### src/rtl/dmux16_stream.sv
// One-to-two word demultiplexer. Each sink has a one-entry output register
// and its own valid/ready handshake, so a stalled sink never blocks the other.
module dmux16_stream #(
  parameter int unsigned WIDTH = 16,
  parameter int unsigned CNT_W = 8
) (
  input  logic             clk,
  input  logic             rst_n,
  input  logic [WIDTH-1:0] in_data,
  input  logic             in_sel,
  input  logic             in_valid,
  output logic             in_ready,
  input  logic             flush,
  output logic [WIDTH-1:0] x_data,
  output logic             x_valid,
  input  logic             x_ready,
  output logic [WIDTH-1:0] y_data,
  output logic             y_valid,
  input  logic             y_ready,
  output logic [CNT_W-1:0] x_cnt,
  output logic [CNT_W-1:0] y_cnt
);

  logic x_room;
  logic y_room;
  logic acc_x;
  logic acc_y;

  // A sink has room when empty or being drained this cycle.
  always_comb begin
    x_room   = !x_valid || x_ready;
    y_room   = !y_valid || y_ready;
    in_ready = rst_n && !flush && (in_sel ? y_room : x_room);
    acc_x    = in_valid && in_ready && !in_sel;
    acc_y    = in_valid && in_ready && in_sel;
  end

  // Sink X register, valid flag and accept counter.
  always_ff @(posedge clk or negedge rst_n) begin
    if (!rst_n) begin
      x_data  <= '0;
      x_valid <= 1'b0;
      x_cnt   <= '0;
    end else if (flush) begin
      x_valid <= 1'b0;
    end else if (acc_x) begin
      x_data  <= in_data;
      x_valid <= 1'b1;
      x_cnt   <= x_cnt + CNT_W'(1);
    end else if (x_valid && x_ready) begin
      x_valid <= 1'b0;
    end
  end

  // Sink Y register, valid flag and accept counter.
  always_ff @(posedge clk or negedge rst_n) begin
    if (!rst_n) begin
      y_data  <= '0;
      y_valid <= 1'b0;
      y_cnt   <= '0;
    end else if (flush) begin
      y_valid <= 1'b0;
    end else if (acc_y) begin
      y_data  <= in_data;
      y_valid <= 1'b1;
      y_cnt   <= y_cnt + CNT_W'(1);
    end else if (y_valid && y_ready) begin
      y_valid <= 1'b0;
    end
  end

endmodule

### config.mk
export PLATFORM = sky130hd
export DESIGN_NAME = dmux16_stream
export DESIGN_NICKNAME = d
export VERILOG_FILES = /design/src/rtl/dmux16_stream.sv
export SDC_FILE = /design/constraint.sdc
export NUM_CORES = 1
export LEC_CHECK = 0
export CORE_ASPECT_RATIO = 1.1
export CORE_MARGIN = 3
export CORE_UTILIZATION = 41
export CTS_BUF_LIST = sky130_fd_sc_hd__clkbuf_4 sky130_fd_sc_hd__clkbuf_8 sky130_fd_sc_hd__clkbuf_16
export CTS_CLUSTER_SIZE = 24
export DETAILED_ROUTE_END_ITERATION = 7
export GPL_ROUTABILITY_DRIVEN = 0
export PLACE_DENSITY_LB_ADDON = 0.15
export SLEW_MARGIN = 20
export SYNTH_ARGS = -nofsm -noshare
export SYNTH_HDL_FRONTEND = slang
export SYNTH_SLANG_ARGS = --single-unit
export TNS_END_PERCENT = 1
### constraint.sdc
create_clock -name clk -period 1.5 [get_ports clk]
set_input_delay 0.3 -clock clk [delete_from_list [all_inputs] [get_ports clk]]
set_output_delay 0.3 -clock clk [all_outputs]
set_load 0.01 [all_outputs]
# --- After elaboration in Yosys (flattened, before gate mapping) ---
# Index checks and enable logic that the tools add are counted.
totals:
  output_inout_bits: 51
  wordCells: 33
  register_bits: 50
  input_bits: 23
op_classes:
  bitwise: 1
  reduce_logical: 17
  addsub: 2
  n_mux: 7
op_table:
  columns: ["operator", "n"]
  rows:
  - ["adder 8 x 1 -> 8 bit, second input constant", 2]
  - ["logical AND 1 bit", 7]
  - ["two-way mux 1 bit", 7]
  - ["nonzero test 3 bit", 2]
  - ["zero test 1 bit", 4]
  - ["AND reduction 2 bit", 2]
  - ["logical OR 1 bit", 2]
  - ["inverter 1 bit", 1]

# --- Logic depth before layout (Yosys ltp) ---
logic_depth:
  depth_word: 8
  mapped_depth: 6
  ltp_nobuf: 4

# --- Worst setup path before layout ---
# Ideal clock, no wire load.
synth_timing:
  kind: "reg2reg"
  start: "register x_valid"
  end: "register x_data[10]"
  path_slack_ps: 17
  n_path_buf: 2
  period_less_slack_ps: 1483
  stages_incl_launch_ff: 6
  required_time_ps: 1375
  arrival_time_ps: 1358
  setup_time_ps: 125
  path_cell_list: "dfrtp_1 > nor2b_4 > and4bb_1 > buf_6 > buf_12 > mux2_4"
synth_between:
  elab_chain_len: 7
synth_rtl:
  columns: ["item", "line", "rtl"]
  rows:
  - ["start: declaration", "15", "output logic x_valid,"]
  - ["start signal: assignment", "42", "x_valid <= 1'b0;"]
  - ["start signal: assignment", "45", "x_valid <= 1'b0;"]
  - ["start signal: assignment", "48", "x_valid <= 1'b1;"]
  - ["zero test 1 bit", "31", "x_room = !x_valid || x_ready;"]
  - ["logical OR 1 bit", "31", null]
  - ["two-way mux 1 bit", "33", "in_ready = rst_n && !flush && (in_sel ? y_room : x_room);"]
  - ["logical AND 1 bit", "33", null]
  - ["logical AND 1 bit (2 in series)", "34", "acc_x = in_valid && in_ready && !in_sel;"]
  - ["AND reduction 2 bit (no line)", null, null]
  - ["end signal: assignment", "47", "x_data <= in_data;"]
  - ["end: declaration", "14", "output logic [WIDTH-1:0] x_data,"]
# No other way between the ends.
# A chain may end at the register's enable or synchronous reset.

# --- Final worst setup path ---
layout_timing:
  start: "register x_valid"
  end: "register x_cnt[1]"
layout_between:
  elab_chain_len: 7
layout_rtl:
  columns: ["item", "line", "rtl"]
  rows:
  - ["zero test 1 bit", "31", null]
  - ["logical OR 1 bit", "31", null]
  - ["two-way mux 1 bit", "33", null]
  - ["logical AND 1 bit", "33", null]
  - ["logical AND 1 bit (2 in series)", "34", null]
  - ["AND reduction 2 bit (no line)", null, null]
  - ["end signal: assignment", "49", "x_cnt <= x_cnt + CNT_W'(1);"]
  - ["end: declaration", "20", "output logic [CNT_W-1:0] x_cnt,"]
# No other way between the ends.

==> results <==
## sequential cells by signal (all words and copies together) (netlist names)
register  cells
x_data       16
y_data       16
x_cnt         8
y_cnt         8
x_valid       1
y_valid       1
## stage by stage
stage                     setup WS (ns)  setup TNS [ns]  instances  utilization (%)
final                           -0.0464          -0.511        290             64.5
after CTS                       -0.0759          -0.612        289             62.6
after global routing             -0.116           -1.44        290             64.5
after detailed placement         -0.518          -17.56        275             59.8
after floorplan                  0.0165               0        137                -
after global placement           -0.445          -14.51        275             59.8
## routing by layer
metal / vias up / global-route usage, % / share of wire (%)
li1: 662 / - / -
met1: 718 / 20.1 / 42
met2: 55 / 29.2 / 50
met3: 2 / 5.08 / 7.1
met4: 0 / 4.20 / 0.41
met5: - / 0 / 0
## critical path, stage by stage, from the launching register on
cell and delay (ns):
dfrtp_1 0.39, nor2b_4 0.14, and4bb_4 0.42, buf_12 0.17, mux2_4 0.31
## placed cells by master, fill, tap and decap left out, types with 2 or more instances in the layout
master and n:
dfrtp_1 48, dlymetal6s2s_1 27, dlygate4sd2_1 24, clkdlybuf4s50_1 19, mux2_2 17, mux2_4 17
buf_4 16, xor2_1 7, clkbuf_8 6, xnor2_1 5, nor2_1 4, nand4_4 3
nand2_1 3, nand3_1 3, nand3_2 3, buf_12 3, nor2b_4 2, nor3_1 2
inv_1 2, and2_1 2, xnor2_2 2, ha_1 2, buf_2 2, dfrtp_2 2
## power by group through the flow
stage	sequential, mW	combinational, mW	clock, mW
after global routing	1.89	1.43	0.888
final	1.85	1.32	0.806
after detailed placement	1.90	1.38	0
after global placement	1.88	1.35	0
after floorplan	2.02	0.416	0
after CTS	1.86	1.37	0.842
## repair_timing
item	in CTS	in global routing
resized for setup	35	35
gates cloned	1	0
pin swaps	1	3
setup buffers	5	1
hold buffers	0	0
endpoints found under the setup margin	68	61
## layout make-up
| cell class | count | area [um2] |
|---|---|---|
| well taps | 58 | 72.6 |
| repair buffers | 92 | 956 |
| inverters | 2 | 7.51 |
| fillers | 369 | 1790 |
| multi-input cells | 80 | 861 |
| clock inverters | 2 | 12.5 |
| clock buffers | 6 | 82.6 |
| flip-flops and latches | 50 | 1250 |
## cell usage after synthesis, drive strengths merged (3+ instances only)
library cell	number
buf	5
dfrtp	50
mux2	34
nand2	3
nand3	6
nand4	3
nor2	4
nor2b	3
xnor2	7
xor2	7
## kinds of logic after synthesis
kind of cell	synth area share (%)
mux	19.8
flops	58.0
compound gates	0.869
simple gates	10.6
xor+xnor	6.38
fa+ha+maj	1.16
buf+inv	3.19
## worst paths after layout
check	from	to	slack (ns)	depth (start not counted)
max in group asynchronous	rst_n	x_cnt[6]	0.93	2
worst max-delay path	x_valid	x_cnt[1]	-0.05	4
worst max register to register	x_valid	x_cnt[1]	-0.05	4
worst min-delay path	rst_n	y_data[15]	0.14	2
worst min register to register	y_cnt[7]	y_cnt[7]	0.47	1
min in group clk	flush	y_valid	0.44	2
==> metrics.md <==
| Metric | Value |
|---|---|
| Maxcap violations | 0 |
| Final wirelength | 4860 um |
| Ys Warns | 0 |
| Clock share of power | 20.2% |
| Pwr/cell area | 1230 nW/um2 |
| IO buf count | 73 |
| Global-route wire length before repair | 7740 um |
| Clk root buf | clkbuf_8 |
| Die area | 6170 um2 |
| Clock sink count | 50 |
| Nets | 256 |
| Detail Route Antenna Nets | 0 |
| Int Power | 2.80 mW |
| Switching Fraction | 29.7% |
| Slack of the critical path | -0.0464 ns |
| #FFs+latches synth | 50 |
| Site Rows | 27 |
| Worst-Skew Late Latency | 0.30 ns |
| Cts bufs inserted | 5 |
| Async set-reset flop share out of synthesis | 100% |
| Prevailing post-synth register cell | dfrtp_1 |
| DR vias | 1437 |
| Area after DPL | 3010 um2 |
| H-tree levels | 2 |
| Avg Cell Area, Syn | 15.8 um2 |
| Synthesized Nets | 162 |
| Ant. Diodes | 0 |
| Arrival @ worst endpoint | 1.73 ns |
| Core ar. | 5030 um2 |
| Drt pass-1 iters | 4 |
| Status | finished, violations left |
| P&R area growth vs syn | 50.4% |
| VDD IR max | 707 uV |
| Post-synthesis cell type count | 27 |
| Hold WS | 0.136 ns |
| Fin area | 3250 um2 |
| Power, Total | 3.98 mW |
| Skew final | 0.00458 ns |
| Final setup vio count | 17 |
| Minimum clock period after layout | 1.55 ns |
| Sequential Power Share | 46.5% |
| LEAKAGE | 1.81 nW |
| Final Max Tran Viols | 0 |
| DP Wirelength | 3410 um |
| Clk pin slew, worst setup/hold paths | 0.09 ns |
| Initial Util | 42.9% |
| Slew @ Worst Pin | 0.615 ns |
| Max_slew headroom | 59.0% |
| Max Freq | 647 MHz |
| Initial antenna violation count | 0 |
| Post-synth top area share | 58.0% |
| Failing checks | negative setup slack |
| Largest net degree at the start of global routing | 51 |
| Final Hold Fails | 0 |
| RSZ-0062 raised after global routing | yes |
| Total grt overflow | 0 |
| Combinational power share | 33.2% |
| Startpoint types | register |
| DR WL/cell | 16.8 um |
| CTS tree | built |
| Die H | 82.1 um |
| CP Capture Type | register |
| Synthesized cell area | 2160 um2 |
| Switch Pwr | 1.18 mW |
| Vias in the first global route | 1565 |
| I/O pin total | 74 |
| Cells after Synth | 137 |
| Hold WC Path Type | in -> async |
| Layout cell share with drive strength beyond 1 | 34.1% |
| Vias per cell | 4.96 |
| Iteration-0 DRC Markers | 52 |
| DRC Markers | 0 |
| Die X | 75.2 um |
| Post-synthesis sequential area ratio | 58.0% |
| GRT Total Usage | 16.7% |
| Crit share post-route | 103% |
| EDFF count, synth | 0 |
| Clock buffer depth | 2 |
| CP Data Required Time | 1.69 ns |
| Crit Path Category | reg -> reg |
| Top cells by area, synth | dfrtp_1, mux2_2, mux2_4 |
| Leading area contributor after synthesis | dfrtp_1 |
| Critical path fanouts, max | 9 |
Note: power is estimated with default switching activity, not from simulation.
